==> src/rtl/pipe_fwd_scoreboard_if.sv <==
// rtl/pipe_fwd_scoreboard_if.sv - ID-stage decode fields in, forwarding selects and issue/stall out
interface pipe_fwd_scoreboard_if #(
    parameter int NRB   = 5,
    parameter int DEPTH = 3,
    parameter int FW    = $clog2(DEPTH + 1)
);
    logic             hold;
    logic             id_valid;
    logic             id_wreg;
    logic [NRB-1:0]   id_rn;
    logic             id_m2reg;
    logic             id_use_rs;
    logic             id_use_rt;
    logic [NRB-1:0]   rs;
    logic [NRB-1:0]   rt;
    logic [FW-1:0]    fwda;
    logic [FW-1:0]    fwdb;
    logic             stall;
    logic             issue;
    logic [DEPTH-1:0] sb_valid;

    modport master (
        output hold, id_valid, id_wreg, id_rn, id_m2reg, id_use_rs, id_use_rt, rs, rt,
        input  fwda, fwdb, stall, issue, sb_valid
    );

    modport slave (
        input  hold, id_valid, id_wreg, id_rn, id_m2reg, id_use_rs, id_use_rt, rs, rt,
        output fwda, fwdb, stall, issue, sb_valid
    );
endinterface

==> src/rtl/pipe_fwd_scoreboard.sv <==
// rtl/pipe_fwd_scoreboard.sv - shifting writer scoreboard with per-source forwarding and load-use stall
// Optional PIPE_FWD_SB_PERF_EN adds saturating stall_cycles and fwd_count outputs.
module pipe_fwd_scoreboard #(
    parameter int NRB      = 5,
    parameter int DEPTH    = 3,
    parameter int LOAD_LAT = 1,
    parameter int FW       = $clog2(DEPTH + 1)
) (
    input  logic                clock,
    input  logic                reset,
`ifdef PIPE_FWD_SB_PERF_EN
    output logic [31:0]         stall_cycles,
    output logic [31:0]         fwd_count,
`endif
    pipe_fwd_scoreboard_if.slave bus
);
    localparam logic [FW-1:0] LAT_LOAD = FW'(LOAD_LAT);

    logic [DEPTH-1:0] v;
    logic [NRB-1:0]   rn  [DEPTH];
    logic [FW-1:0]    lat [DEPTH];

    logic          haz_a;
    logic          haz_b;
    logic [FW-1:0] sel_a;
    logic [FW-1:0] sel_b;
    logic          stall_c;
    logic          issue_c;

    // Walk oldest to youngest so the youngest match overrides any older one.
    always_comb begin
        sel_a = '0;
        sel_b = '0;
        haz_a = 1'b0;
        haz_b = 1'b0;
        for (int k = DEPTH - 1; k >= 0; k--) begin
            if (bus.id_use_rs && v[k] && (rn[k] == bus.rs) && (bus.rs != '0)) begin
                if (k >= int'(lat[k])) begin
                    sel_a = FW'(k + 1);
                    haz_a = 1'b0;
                end else begin
                    sel_a = '0;
                    haz_a = 1'b1;
                end
            end
            if (bus.id_use_rt && v[k] && (rn[k] == bus.rt) && (bus.rt != '0)) begin
                if (k >= int'(lat[k])) begin
                    sel_b = FW'(k + 1);
                    haz_b = 1'b0;
                end else begin
                    sel_b = '0;
                    haz_b = 1'b1;
                end
            end
        end
    end

    assign stall_c      = bus.id_valid & (haz_a | haz_b);
    assign issue_c      = bus.id_valid & ~stall_c & ~bus.hold;
    assign bus.stall    = stall_c;
    assign bus.issue    = issue_c;
    assign bus.fwda     = sel_a;
    assign bus.fwdb     = sel_b;
    assign bus.sb_valid = v;

    always_ff @(posedge clock) begin
        if (reset) begin
            v <= '0;
            for (int k = 0; k < DEPTH; k++) begin
                rn[k]  <= '0;
                lat[k] <= '0;
            end
        end else if (!bus.hold) begin
            for (int k = DEPTH - 1; k >= 1; k--) begin
                v[k]   <= v[k-1];
                rn[k]  <= rn[k-1];
                lat[k] <= lat[k-1];
            end
            // A stalled or idle ID slot enters as a bubble because issue is low.
            v[0]   <= issue_c & bus.id_wreg & (bus.id_rn != '0);
            rn[0]  <= bus.id_rn;
            lat[0] <= bus.id_m2reg ? LAT_LOAD : '0;
        end
    end

`ifdef PIPE_FWD_SB_PERF_EN
    always_ff @(posedge clock) begin
        if (reset) begin
            stall_cycles <= '0;
            fwd_count    <= '0;
        end else if (!bus.hold) begin
            if (stall_c && (stall_cycles != '1)) begin
                stall_cycles <= stall_cycles + 32'd1;
            end
            if (issue_c && ((sel_a != '0) || (sel_b != '0)) && (fwd_count != '1)) begin
                fwd_count <= fwd_count + 32'd1;
            end
        end
    end
`endif
endmodule
==> src/flat_wrapper.sv <==
// flat-port wrapper written by rule: the top's interface ports become plain ports
module pipe_fwd_scoreboard_flat 
#(
    parameter int NRB      = 5,
    parameter int DEPTH    = 3,
    parameter int LOAD_LAT = 1,
    parameter int FW       = $clog2(DEPTH + 1)
)
  (clock, reset, bus_hold, bus_id_valid, bus_id_wreg, bus_id_rn, bus_id_m2reg, bus_id_use_rs, bus_id_use_rt, bus_rs, bus_rt, bus_fwda, bus_fwdb, bus_stall, bus_issue, bus_sb_valid);
  pipe_fwd_scoreboard_if #(.NRB(NRB), .DEPTH(DEPTH), .FW(FW)) bus_i ();
  input  logic clock;
  input  logic reset;
  input wire logic [$bits(bus_i.hold)-1:0] bus_hold;
  input wire logic [$bits(bus_i.id_valid)-1:0] bus_id_valid;
  input wire logic [$bits(bus_i.id_wreg)-1:0] bus_id_wreg;
  input wire logic [$bits(bus_i.id_rn)-1:0] bus_id_rn;
  input wire logic [$bits(bus_i.id_m2reg)-1:0] bus_id_m2reg;
  input wire logic [$bits(bus_i.id_use_rs)-1:0] bus_id_use_rs;
  input wire logic [$bits(bus_i.id_use_rt)-1:0] bus_id_use_rt;
  input wire logic [$bits(bus_i.rs)-1:0] bus_rs;
  input wire logic [$bits(bus_i.rt)-1:0] bus_rt;
  output wire logic [$bits(bus_i.fwda)-1:0] bus_fwda;
  output wire logic [$bits(bus_i.fwdb)-1:0] bus_fwdb;
  output wire logic [$bits(bus_i.stall)-1:0] bus_stall;
  output wire logic [$bits(bus_i.issue)-1:0] bus_issue;
  output wire logic [$bits(bus_i.sb_valid)-1:0] bus_sb_valid;
  assign bus_i.hold = bus_hold;
  assign bus_i.id_valid = bus_id_valid;
  assign bus_i.id_wreg = bus_id_wreg;
  assign bus_i.id_rn = bus_id_rn;
  assign bus_i.id_m2reg = bus_id_m2reg;
  assign bus_i.id_use_rs = bus_id_use_rs;
  assign bus_i.id_use_rt = bus_id_use_rt;
  assign bus_i.rs = bus_rs;
  assign bus_i.rt = bus_rt;
  assign bus_fwda = bus_i.fwda;
  assign bus_fwdb = bus_i.fwdb;
  assign bus_stall = bus_i.stall;
  assign bus_issue = bus_i.issue;
  assign bus_sb_valid = bus_i.sb_valid;
  pipe_fwd_scoreboard #(.NRB(NRB), .DEPTH(DEPTH), .LOAD_LAT(LOAD_LAT), .FW(FW)) u_core (.clock(clock), .reset(reset), .bus(bus_i));
endmodule
==> config.mk <==
export PLATFORM = sky130hd
export DESIGN_NAME = pipe_fwd_scoreboard_flat
export DESIGN_NICKNAME = d
export VERILOG_FILES = /design/src/rtl/pipe_fwd_scoreboard_if.sv /design/src/rtl/pipe_fwd_scoreboard.sv /design/src/flat_wrapper.sv
export SDC_FILE = /design/constraint.sdc
export NUM_CORES = 1
export LEC_CHECK = 0
export ABC_AREA = 1
export ABC_CLOCK_PERIOD_IN_PS = 1500
export CAP_MARGIN = 20
export CORE_UTILIZATION = 30
export CTS_CLUSTER_DIAMETER = 100
export DETAILED_ROUTE_END_ITERATION = 6
export PLACE_DENSITY = 0.49
export SKIP_CTS_REPAIR_TIMING = 1
export SKIP_LAST_GASP = 1
export SLEW_MARGIN = 30
export SYNTH_ARGS = -nofsm -noshare
export SYNTH_HDL_FRONTEND = slang
export SYNTH_SLANG_ARGS = --single-unit
export TNS_END_PERCENT = 100
==> constraint.sdc <==
create_clock -name clock -period 1.5 [get_ports clock]
set_input_delay 0.3 -clock clock [delete_from_list [all_inputs] [get_ports clock]]
set_output_delay 0.3 -clock clock [all_outputs]
set_load 0.01 [all_outputs]
==> metrics.txt, run 1 <==
YS warnings 0; share of layout cells above drive strength 1 0.3253; Initial Utilization 0.3183; failing checks negative setup slack; status finished, violations left; Worst Path Required 1.20 ns; Overflow after GRT 0; first-pass GRT wire length about 6.8 mm; Seq/Total Area, Yosys 0.3847; Total GRT Usage 0.1768; mean number of vias per cell roughly 4.6; core area approximately 4400 um2; initial antenna violation count 0; PwrDens between 600 and 700 nW/um2; Sw Ratio 0.2862; IO Count 32; Slew Limit Fails 0; clock skew approximately 0.0041 ns; via count about 1,600; worst-path cell chain buf_6 -> xnor2_4 -> buf_4 -> nand2_1 -> nor2_2 -> nand3_2 -> and3_4 -> buf_6; synth unique cells 25; gpl congestion a little over 0.8; Slew headroom 0.7924; Final Critical Period around 1.9 ns; unrepaired setup endpoints after global routing yes; Residual DRC 0; max cap viols 0; Worst-Skew Late Latency approximately 0.26 ns; iteration count of the initial detailed-routing pass 4; CP arrival about 1.6 ns; die height 70.44 um; Cell Rows 24; ANT cells 0; Root Buffer clkbuf_8; CTS sink count 19; DRT iter0 DRCs 53; combinational cell fraction of total power 0.291; Syn Inst Count approximately 220; Crit path largest cell delay around 0.4 ns; average wire per standard cell approximately 12 um; Final WS setup -0.4402 ns; flops & latches, synth 19; largest net degree at the start of global routing 19; Routed WL between 4 and 5 mm; Crit. End Element output pin; fin nets 316; cell total after placement around 340; Critical-path top delay cell edfxtp_1; Synthesized Nets 242; setup violators final 6; TritonCTS Buffers 3; Setup crit start kind flip-flop; achievable frequency approximately 0.52 GHz; Max clock buf depth 2; Tightest Pin Transition approximately 0.31 ns; P_sw slightly above 0.0004 W; crit-path max FO 2; Worst-path clk slew approximately 0.070 ns; cell mode on critical path buf_6; CP Buf/Inv Count 3; Worst path top cell family by delay simple AND/OR/NAND/NOR gates; Peak VDD IR 0.3066 mV; CTS tree built; Synth Cell Area 1405 um2; die area 4961 um2; Non-Filler Instances ~340; antenna viol nets, final 0; Design Power around 0.0014 W; clock share of power 0.257; syn avg cell area 6.416 um2; Hold Fails Final Rpt 0; PortBufs 31; Period Utilization, post-route 1.293; Lkg Pwr about 1.2 nW; Pint between 0.001 and 0.0015 W; Seq pwr share 0.452; vias in the first global route between 1,000 and 1,500; Area Overhead vs Synth 61.44%; worst min-delay path category flip-flop to flip-flop; HPWL Detailed ~3.4 mm; critical path type flip-flop to output pin; die width between 70 and 80 um; CTS H-tree depth 1
state kept, by name, summed over array words and instances (netlist names):
| register | flops |
|---|---|
| u_core.rn | 15 |
| u_core.bus.sb_valid | 3 |
| u_core.lat | 1 |
Yosys cell counts:
library cell   n  area (um2)
o21ai_1        1       5.000
clkinv_1       1       3.750
o22ai_1        5       31.28
nor2_1        36       135.1
a21oi_1        8       40.04
nand3_2        1       10.01
and3_1         1       6.260
buf_2          2       10.01
and2_4         1       8.760
dfxtp_1        3       60.06
inv_1         34       127.6
nand3_1       11       55.05
a21boi_1       1       7.510
or2_1          1       6.260
nand2_1       70       262.8
nor3_2         1       10.01
nand3b_1       1       7.510
inv_2          8       30.03
a21oi_2        1       8.760
nor2_2         3       18.77
nand4_1        6       37.54
nor3_1         2       10.01
o21ai_0        3       15.01
edfxtp_1      16       480.5
xnor2_1        2       17.52
area by class of cell:
| class | count | area [um2] |
|---|---|---|
| tap | 52 | 65.06 |
| sequential | 19 | 546.8 |
| clock buffer | 4 | 45.04 |
| fill | 442 | 2146 |
| timing repair buffer | 71 | 653.1 |
| multi-input combinational | 155 | 797.0 |
| inverter | 43 | 161.4 |
per-stage QoR:
step | util | hold WS (ns) | area [um2] | setup TNS [ns] | setup slack (ns)
floorplan | - | 0.4388 | 1405 | 0 | 0.1055
global placement | 0.4680 | 0.6261 | 2066 | -6.066 | -0.9898
detailed placement | 0.4680 | 0.6159 | 2066 | -6.005 | -0.9667
CTS | 0.4782 | 0.6356 | 2111 | -5.814 | -0.9854
global route | 0.5139 | 0.6398 | 2268 | -2.840 | -0.5156
finish | 0.5139 | 0.6090 | 2268 | -2.253 | -0.4402
layer usage:
layer,vias up,wire length [um],track usage
met5,-,0,0
li1,830,-,-
met3,6,186,0.02453
met2,34,2049,0.2878
met1,704,2002,0.2429
met4,0,59,0.04889
placed cells by master (no fill, tap or decap), types with 2 or more instances in the layout:
master and instances:
buf_2 4, inv_2 15, nor2_1 30, nand2_2 3, nand4_1 6, dlymetal6s2s_1 15, clkbuf_8 3, buf_4 37
a21oi_2 6, nor2_2 8, buf_6 2, a21oi_1 3, clkdlybuf4s50_1 10, edfxtp_1 16, inv_1 27, nand3_2 4
nand2_1 67, nand3_1 8, o21ai_0 3, dfxtp_2 2, buf_12 2, o22ai_1 5
path summary, 6_finish.rpt:
check             slack [ns]  cells after the start                                  end                           startpoint
hold / removal          0.61                      3  u_core.bus.sb_valid[2]$_SDFFE_PP0N_  u_core.bus.sb_valid[2]$_SDFFE_PP0N_
setup reg to reg        0.16                      8  u_core.bus.sb_valid[0]$_SDFFE_PP0N_        u_core.rn[0][4]$_SDFFCE_PN0P_
setup / recovery       -0.44                      8                            bus_issue        u_core.rn[0][4]$_SDFFCE_PN0P_
hold reg to reg         0.61                      3  u_core.bus.sb_valid[2]$_SDFFE_PP0N_  u_core.bus.sb_valid[2]$_SDFFE_PP0N_
worst reg2reg max path, cell delays in order, from the launching register on:
cell and delay (ns):
edfxtp_1 0.40, buf_6 0.15, xnor2_4 0.17, buf_4 0.13
nand2_1 0.05, nor2_2 0.11, nand3_2 0.09, nand4_1 0.09
nand2_1 0.05
power groups by stage:
stage | clock network, W | logic (W) | registers, W
finish | 0.000363 | 0.000410 | 0.000638
global route | 0.000392 | 0.000452 | 0.000642
CTS | 0.000374 | 0.000366 | 0.000635
detailed placement | 0 | 0.000365 | 0.000648
global placement | 0 | 0.000364 | 0.000648
floorplan | 0 | 0.000151 | 0.000638
kinds of logic after synthesis:
logic type             share of synthesized area
XOR/XNOR                                 0.01247
flip-flops                                0.3847
AO/OA/AOI/OAI                            0.07658
AND/OR/NAND/NOR                           0.4043
buffers and inverters                     0.1220
No activity file was read; power rests on OpenSTA's default activity.
==> inputs of run 2 (changes only) <==
--- a/config.mk
+++ b/config.mk
@@ -8,6 +8,7 @@
 export ABC_AREA = 1
 export ABC_CLOCK_PERIOD_IN_PS = 1500
 export CAP_MARGIN = 20
+export CORE_ASPECT_RATIO = 2
 export CORE_UTILIZATION = 30
 export CTS_CLUSTER_DIAMETER = 100
 export DETAILED_ROUTE_END_ITERATION = 6
==> run 2 against run 1 <==
Effect of this change: the flow still finishes with violations (negative setup slack); die area up 0.34%; sequential share of layout area decreased by 0.74 points; non-clock buffer count is 4 higher; flip-flop and latch count unchanged; count of clock-buffer cells in the layout fell by 1; wire length is 12% higher; register-to-register slack got worse by 0.14 ns; largest power group unchanged; final cell count grew 1.7%; sequential power about the same; via count is 1.7% higher; clock skew hardly changed; critical path depth down 1.
==> metrics.txt, run 2 (same netlist as run 1, synthesis figures left out) <==
status finished, violations left; failing checks negative setup slack; IO Count 32 (unchanged); cell total after placement 341 (+1.5%); Largest Register u_core.rn; DRT iter0 DRCs 26 (-51%); PwrDens 616.7 nW/um2 (-0.85%); most common cell after layout, fill and taps aside nand2_1; share of layout cells above drive strength 1 0.3176 (-0.007775); first-pass GRT wire length 7.493 mm (+9.5%); most frequent cells in the layout nand2_1 (64), buf_4 (38), inv_1 (33), nor2_1 (30), edfxtp_1 (16); Slew Limit Fails 0 (unchanged); cell depth of the worst hold path 3 (unchanged); ANT cells 0 (unchanged); TritonCTS Buffers 3 (unchanged); unrepaired setup endpoints after global routing yes; average wire per standard cell 13.77 um (+10%); mean number of vias per cell 4.574 (about the same); Cell Rows 34 (+42%); met1 Track Usage GR 0.2039 (-0.03899); CTS sink count 19 (unchanged); largest net degree at the start of global routing 19 (unchanged); fin nets 320 (+1.3%); max reg flops 15 (unchanged); worst hold margin 0.6212 ns (+0.01222 ns); Final WS setup -0.4670 ns (-0.02681 ns); fillcell total 475 (+7.5%); Hold Fails Final Rpt 0 (unchanged); Setup crit start kind flip-flop; clock skew 0.003683 ns (-0.0004544 ns); vias in the first global route 1,628 (+8.9%); HPWL Detailed 3.839 mm (+14%); die width 50.39 um (-28%); gpl congestion 0.8282 (+1.8%); footprint of the multi-input gates 813.3 um2 (+2.0%); iteration count of the initial detailed-routing pass 4 (unchanged); Routed WL 4.820 mm (+12%); Overflow after GRT 0 (unchanged); Crit. End Element output pin; antenna viol nets, final 0 (unchanged); max cap viols 0 (unchanged); Root Buffer clkbuf_8; Worst-path clk slew 0.08 ns (about the same); PortBufs 31 (unchanged); die area 4978 um2 (+0.34%); CTS H-tree depth 1 (unchanged); Non-Filler Instances 350 (+1.7%); Residual DRC 0 (unchanged); worst min-delay path category flip-flop to flip-flop; setup violators final 6 (unchanged); Tightest Pin Transition 0.3032 ns (-0.007673 ns); CP arrival 1.67 ns (+0.03 ns); dpl ws -1.016 ns (-0.04941 ns); Initial Utilization 0.3176 (-0.0007201); Worst Path Required 1.20 ns (about the same); share of the core filled with cells 0.5266 (+0.01270); achievable frequency 0.5084 GHz (-1.4%); CTS tree built; critical path type flip-flop to output pin; Worst-Skew Late Latency 0.26 ns (about the same); gr busiest metal met2; Max clock buf depth 2 (unchanged); met3 Use GR 0.01852 (-0.006013); die height 98.79 um (+40%); Final Critical Period 1.967 ns (+0.02681 ns); R2R setup slack 0.02 ns (-0.14 ns); register area 544.3 um2 (-0.46%); Lkg Pwr 1.231 nW (+2.9%); Peak VDD IR 0.5769 mV (+88%); Area Overhead vs Synth 65.81%; Slew headroom 0.7976 (+0.005124); met2 global-route usage 0.4051 (+0.1173); worst r2r path cells 9 (+1); initial antenna violation count 0 (unchanged); via count 1,601 (+1.7%); crit-path max FO 3 (+1); Total GRT Usage 0.2065 (+0.02969); core area 4424 um2 (+0.23%); Period Utilization, post-route 1.311 (+0.01787)
==> run 2: cell types whose count changed in the layout (fill, tap and decap cells not counted), sizes merged <==
cell    delta
clkbuf     -1
clkinv     +1
buf        +4
==> run 2: stage by stage <==
step,power [W],TNS [ns],cell area (um2)
2_1_floorplan,0.0007890,0,1405
3_5_place_dp,0.001029,-6.736,2091
4_1_cts,0.001397,-6.258,2137
6_report,0.001437,-2.487,2330
3_3_place_gp,0.001031,-6.822,2091
5_1_grt,0.001517,-3.106,2330
==> run 2: power breakdown <==
group          internal, W  switching (W)
sequential        0.000607      0.0000302
clock             0.000185       0.000182
combinational     0.000222       0.000210
total              0.00101       0.000422
==> run 2: layer usage <==
metal	share of wire	routed length, um	up-vias
li1	-	-	842
met5	0	0	-
met3	0.016	75	10
met2	0.60	2900	32
met1	0.36	1719	717
met4	0.026	125	0
==> run 2: final cells by class <==
type                       instances  area share
multi-input combinational        155      0.3491
timing repair buffer              75      0.2981
sequential                        19      0.2336
inverter                          43     0.07035
tap                               54     0.02900
clock buffer                       3     0.01772
clock inverter                     1    0.002148
==> run 2: worst paths after layout <==
| kind | startpoint | to |
|---|---|---|
| setup reg to reg | u_core.rn[0][3]$_SDFFCE_PN0P_ | u_core.bus.sb_valid[0]$_SDFFE_PP0N_ |
| setup / recovery | u_core.rn[0][3]$_SDFFCE_PN0P_ | bus_stall |
| hold / removal | u_core.bus.sb_valid[2]$_SDFFE_PP0N_ | u_core.bus.sb_valid[2]$_SDFFE_PP0N_ |
| hold reg to reg | u_core.bus.sb_valid[2]$_SDFFE_PP0N_ | u_core.bus.sb_valid[2]$_SDFFE_PP0N_ |
==> run 2: critical path, stage by stage, from the launching register on <==
cell,delay (ns)
edfxtp_1,0.46
buf_6,0.16
a21oi_4,0.13
nand3_2,0.12
nor2_4,0.14
nand3_2,0.12
a21oi_2,0.16
buf_2,0.13
==> inputs of run 3 (changes only) <==
--- a/config.mk
+++ b/config.mk
@@ -10,8 +10,10 @@
 export CAP_MARGIN = 20
 export CORE_ASPECT_RATIO = 2
 export CORE_UTILIZATION = 30
+export CTS_BUF_LIST = sky130_fd_sc_hd__clkbuf_16
 export CTS_CLUSTER_DIAMETER = 100
 export DETAILED_ROUTE_END_ITERATION = 6
+export GPL_TIMING_DRIVEN = 0
 export PLACE_DENSITY = 0.49
 export SKIP_CTS_REPAIR_TIMING = 1
 export SKIP_LAST_GASP = 1
@@ -19,4 +21,3 @@
 export SYNTH_ARGS = -nofsm -noshare
 export SYNTH_HDL_FRONTEND = slang
 export SYNTH_SLANG_ARGS = --single-unit
-export TNS_END_PERCENT = 100
==> run 3 against run 2 <==
Effect of this change: the flow still finishes with violations (negative setup slack); maximum frequency rose by 1.7%; sequential share of layout area rose by 3.1 points; non-clock buffer count fell by 34; clock skew fell by 0.0016 ns; flip-flop and latch count did not move; first-iteration DRC count rose by 19%; critical path type unchanged; largest cell class unchanged.
==> metrics.txt, run 3 (same netlist as run 1, synthesis figures left out) <==
Max clock buf depth 2 (unchanged); Worst R2R End u_core.bus.sb_valid[0]$_SDFFE_PP0N_; via count 1,510 (-5.7%); cell mode on critical path nand3_2; mean number of vias per cell 4.778 (+4.5%); worst-path cell chain buf_6 -> a21oi_4 -> nand3_2 -> nor2_4 -> nand3_2 -> a21oi_2 -> buf_2; iteration count of the initial detailed-routing pass 4 (unchanged); failing checks negative setup slack; Worst Path Required 1.20 ns (about the same); Worst path top cell family by delay flip-flops; PwrDens 742.4 nW/um2 (+20%); critical path type flip-flop to output pin; fin area 2054 um2 (-12%); most common cell after layout, fill and taps aside nand2_1; achievable frequency 0.5168 GHz (+1.7%); Hold Fails Final Rpt 0 (unchanged); die area 4978 um2 (unchanged); Slew Limit Fails 0 (unchanged); first-pass GRT wire length 6.720 mm (-10%); most frequent cells in the layout nand2_1 (65), nor2_1 (33), inv_1 (31), edfxtp_1 (16), dlymetal6s2s_1 (13); ANT cells 0 (unchanged); Final WS setup -0.4351 ns (+0.03198 ns); status finished, violations left; CP Buf/Inv Count 2 (unchanged); unrepaired setup endpoints after global routing yes; fillcell total 481 (+1.3%); Final Critical Period 1.935 ns (-0.03198 ns); Worst-Skew Late Latency 0.25 ns (about the same); DRT iter0 DRCs 31 (+19%); setup TNS -2.316 ns (+0.1709 ns); worst min-delay path category flip-flop to flip-flop; PortBufs 31 (unchanged); Overflow after GRT 0 (unchanged); Critical-path top delay cell edfxtp_1; setup violators final 6 (unchanged); CTS H-tree depth 1 (unchanged); Cell Rows 34 (unchanged); HPWL Detailed 3.365 mm (-12%); Slew headroom 0.6998 (-0.09775); die height 98.79 um (unchanged); worst r2r path cells 7 (-2); Post-Place Cell Area 1783 um2 (-15%); vias in the first global route 1,475 (-9.4%); Root Buffer clkbuf_16; Peak VDD IR 0.6728 mV (+17%); Largest Register u_core.rn; CTS sink count 19 (unchanged); clock skew 0.002038 ns (-0.001645 ns); largest net degree at the start of global routing 18 (-1); IO Count 32 (unchanged); gpl congestion 0.8239 (-0.52%); Tightest Pin Transition 0.4487 ns (+0.1455 ns); worst hold margin 0.5065 ns (-0.1147 ns); Crit Reg-Reg Startpoint u_core.rn[0][3]$_SDFFCE_PN0P_; core area 4424 um2 (unchanged); TritonCTS Buffers 3 (unchanged); Total GRT Usage 0.1832 (-0.02329); Routed WL 4.288 mm (-11%); average wire per standard cell 13.57 um (-1.5%); Residual DRC 0 (unchanged); max reg flops 15 (unchanged); fin nets 286 (-11%); initial antenna violation count 0 (unchanged); Area Overhead vs Synth 46.22%; dpl ws -1.103 ns (-0.08680 ns); Worst-path clk slew 0.06 ns (-0.02 ns); Setup crit start kind flip-flop; Period Utilization, post-route 1.290 (-0.02132); CTS tree built; Lkg Pwr 1.026 nW (-17%); cell depth of the worst hold path 2 (-1); Hold Startpoint u_core.bus.sb_valid[0]$_SDFFE_PP0N_; Crit path largest cell delay 0.46 ns (about the same); antenna viol nets, final 0 (unchanged); share of layout cells above drive strength 1 0.2290 (-0.08856); Worst Hold Endpoint u_core.bus.sb_valid[0]$_SDFFE_PP0N_; Crit. End Element output pin; max cap viols 0 (unchanged); Initial Utilization 0.3176 (unchanged); R2R setup slack 0.21 ns (+0.19 ns); crit-path max FO 3 (unchanged); Design Power 0.001525 W (+6.2%); die width 50.39 um (unchanged); CP arrival 1.64 ns (-0.03 ns)
==> run 3: cell types whose count changed in the layout (fill, tap and decap cells not counted), sizes merged <==
cell and delta:
inv +1, clkinv -1, clkbuf +3, dlymetal6s2s -2, buf -37, clkdlybuf4s50 +2
==> run 3: cell type report <==
class	instances	area, um2	share of cell area
Timing Repair Buffer	39	380.4	0.1851
Clock buffer	3	75.07	0.03654
Inverter	43	161.4	0.07856
Sequential cell	19	543.0	0.2643
Tap cell	54	67.56	0.03289
Clock inverter	1	3.754	0.001827
Multi-Input combinational cell	155	807.0	0.3928
Buffer	2	16.27	0.007917
==> run 3: worst max-delay path by stage <==
stage | from | to | slack, ns | cells past startpoint
floorplan | u_core.bus.sb_valid[0]$_SDFFE_PP0N_ | bus_stall | 0.11 | 6
CTS | bus_rs[3] | bus_fwda[0] | -1.11 | 10
global route | u_core.rn[0][3]$_SDFFCE_PN0P_ | bus_stall | -0.52 | 7
global placement | bus_rs[3] | bus_fwda[1] | -1.10 | 10
detailed placement | bus_rs[3] | bus_fwda[1] | -1.10 | 10
finish | u_core.rn[0][3]$_SDFFCE_PN0P_ | bus_stall | -0.44 | 7
==> run 3: routing by layer <==
metal | track usage | vias to the layer above | share of wire
li1 | - | 772 | -
met1 | 0.1827 | 702 | 0.37
met2 | 0.3538 | 30 | 0.59
met3 | 0.01543 | 6 | 0.018
met4 | 0.09615 | 0 | 0.026
met5 | 0 | - | 0
==> run 3: per-stage QoR <==
stage | cells | utilization
3_3_place_gp | 304 | 0.4030
5_1_grt | 316 | 0.4644
6_report | 316 | 0.4644
3_5_place_dp | 304 | 0.4030
2_1_floorplan | 219 | -
4_1_cts | 308 | 0.4208
==> run 3: tightest hold or removal path, cell delays in order (launching register included) <==
cell,delay [ns]
dfxtp_2,0.34
nand3_1,0.08
nand2_1,0.05
==> run 3: report_power, final <==
| group | internal [W] | switching (W) |
|---|---|---|
| Sequential | 0.000609 | 0.0000318 |
| Clock | 0.000355 | 0.000199 |
| Combinational | 0.000148 | 0.000182 |
==> RTL edit, RTL diff (flow settings as in run 3) <==
`NRB` is set to 5 in 3 places; all go to 10.
--- a/src/rtl/pipe_fwd_scoreboard_if.sv
+++ b/src/rtl/pipe_fwd_scoreboard_if.sv
@@ -1,6 +1,6 @@
 // rtl/pipe_fwd_scoreboard_if.sv - ID-stage decode fields in, forwarding selects and issue/stall out
 interface pipe_fwd_scoreboard_if #(
-    parameter int NRB   = 5,
+    parameter int NRB   = 10,
     parameter int DEPTH = 3,
     parameter int FW    = $clog2(DEPTH + 1)
 );
--- a/src/rtl/pipe_fwd_scoreboard.sv
+++ b/src/rtl/pipe_fwd_scoreboard.sv
@@ -1,7 +1,7 @@
 // rtl/pipe_fwd_scoreboard.sv - shifting writer scoreboard with per-source forwarding and load-use stall
 // Optional PIPE_FWD_SB_PERF_EN adds saturating stall_cycles and fwd_count outputs.
 module pipe_fwd_scoreboard #(
-    parameter int NRB      = 5,
+    parameter int NRB      = 10,
     parameter int DEPTH    = 3,
     parameter int LOAD_LAT = 1,
     parameter int FW       = $clog2(DEPTH + 1)
--- a/src/flat_wrapper.sv
+++ b/src/flat_wrapper.sv
@@ -1,7 +1,7 @@
 // flat-port wrapper written by rule: the top's interface ports become plain ports
 module pipe_fwd_scoreboard_flat 
 #(
-    parameter int NRB      = 5,
+    parameter int NRB      = 10,
     parameter int DEPTH    = 3,
     parameter int LOAD_LAT = 1,
     parameter int FW       = $clog2(DEPTH + 1)
Ports: changed (resized bus_id_rn, bus_rs and bus_rt); port bits go from 32 to 47. No check against the original RTL was run, so the function may have changed too.
==> RTL edit against run 3 <==
  * The flow still finishes with violations (negative setup slack)
  * First-iteration DRC count increased to 3.8 times the old value
  * Sequential cell count increased by 15
  * Combinational power increased by 58%
  * Synthesized cell count increased by 67%
  * Highest routed layer unchanged
  * Routed wire length increased by 91%
  * Power increased by 75%
  * Cell count increased by 64%
  * Area after synthesis increased by 73%
  * Setup slack got worse by 170 ps
  * Design area increased by 60%
==> RTL edit: results (changes against run 3) <==
.. list-table::
   :header-rows: 1

   * - Metric
     - Value
   * - Violations in the final reports
     - negative setup slack (unchanged)
   * - Global router's overall resource usage
     - 20.8% (was 18.3%)
   * - Post-route setup slack
     - -608 ps (was -435 ps)
   * - Run status
     - finished, violations left (unchanged)
   * - Arrival time at the worst endpoint
     - 1810 ps (was 1640 ps)
   * - H-tree level count
     - 2 (was 1)
   * - Detailed placement HPWL
     - 6.72 mm (was 3.37 mm)
   * - Cell family contributing the most delay on the critical path
     - simple AND/OR/NAND/NOR gates (was flip-flops)
   * - Power share of the combinational group
     - 19.6% (was 21.7%)
   * - Post-synth EDFFs
     - 31 (was 16)
   * - Int Power
     - 0.00191 W (was 0.00111 W)
   * - Final setup skew
     - 4.00 ps (was 2.04 ps)
   * - Post-synthesis net count
     - 404 (was 242)
   * - Placed cell count
     - 508 (was 304)
   * - Flip-flop count of the largest register after layout
     - 30 (was 15)
   * - Total leakage power
     - 1.70 nW (was 1.03 nW)
   * - Via count of the first global-routing pass
     - 2387 (was 1475)
   * - Final Setup Violations
     - 6 (unchanged)
   * - Launching element of the worst setup path
     - u_core.rn[0][16] (was u_core.rn[0][3])
   * - Number of CTS-inserted buffers
     - 5 (was 3)
   * - Origin of the critical flop-to-flop path
     - u_core.rn[0][5] (was u_core.rn[0][3])
   * - Final net count
     - 459 (was 286)
   * - Wire length per cell
     - 15.8 um (was 13.6 um)
   * - Layout filler cell count
     - 845 (was 481)
   * - Share of synthesized area occupied by flip-flops and latches
     - 40.8% (was 38.5%)
## RTL edit: changes by cell type after synthesis, moves of 3 or more
cell / change
sky130_fd_sc_hd__o21ai_0: +12
sky130_fd_sc_hd__a21oi_1: -3
sky130_fd_sc_hd__nor2_1: +37
sky130_fd_sc_hd__o21ai_1: +9
sky130_fd_sc_hd__nand2_1: +36
sky130_fd_sc_hd__inv_1: +22
sky130_fd_sc_hd__o22ai_1: -4
sky130_fd_sc_hd__edfxtp_1: +15
sky130_fd_sc_hd__xor2_1: +5
sky130_fd_sc_hd__inv_2: +6
## RTL edit: logic make-up (layout without fill, tap and decap cells)
group	after synthesis	after routing
simple gates	213	213
buf+inv	74	130
compound gates	36	36
flops	34	34
xor+xnor	9	9
## RTL edit: cell type report
class	instances	area (um^2)	share of cell area (%)
Clock buffer	5	125	3.82
Tap cell	96	120	3.67
Inverter	70	263	8.02
Multi-Input combinational cell	258	1220	37.3
Timing Repair Buffer	49	519	15.8
Buffer	3	21.3	0.649
Sequential cell	34	993	30.3
Clock inverter	3	12.5	0.382
## RTL edit: path summary, 6_finish.rpt
path | to | slack (ps) | cells after the start
max | bus_fwda[1] | -610 | 8
min | u_core.bus.sb_valid[0] | 520 | 2
min reg2reg | u_core.bus.sb_valid[0] | 520 | 2
max reg2reg | u_core.bus.sb_valid[0] | 110 | 6
## RTL edit: layer usage
metal | track usage, % | wire length (um) | share of wire (%)
met3 | 2.73 | 283 | 3.5
met1 | 20.1 | 2780 | 34
met2 | 37.5 | 4470 | 55
met4 | 17.5 | 641 | 7.8
met5 | 0 | 0 | 0
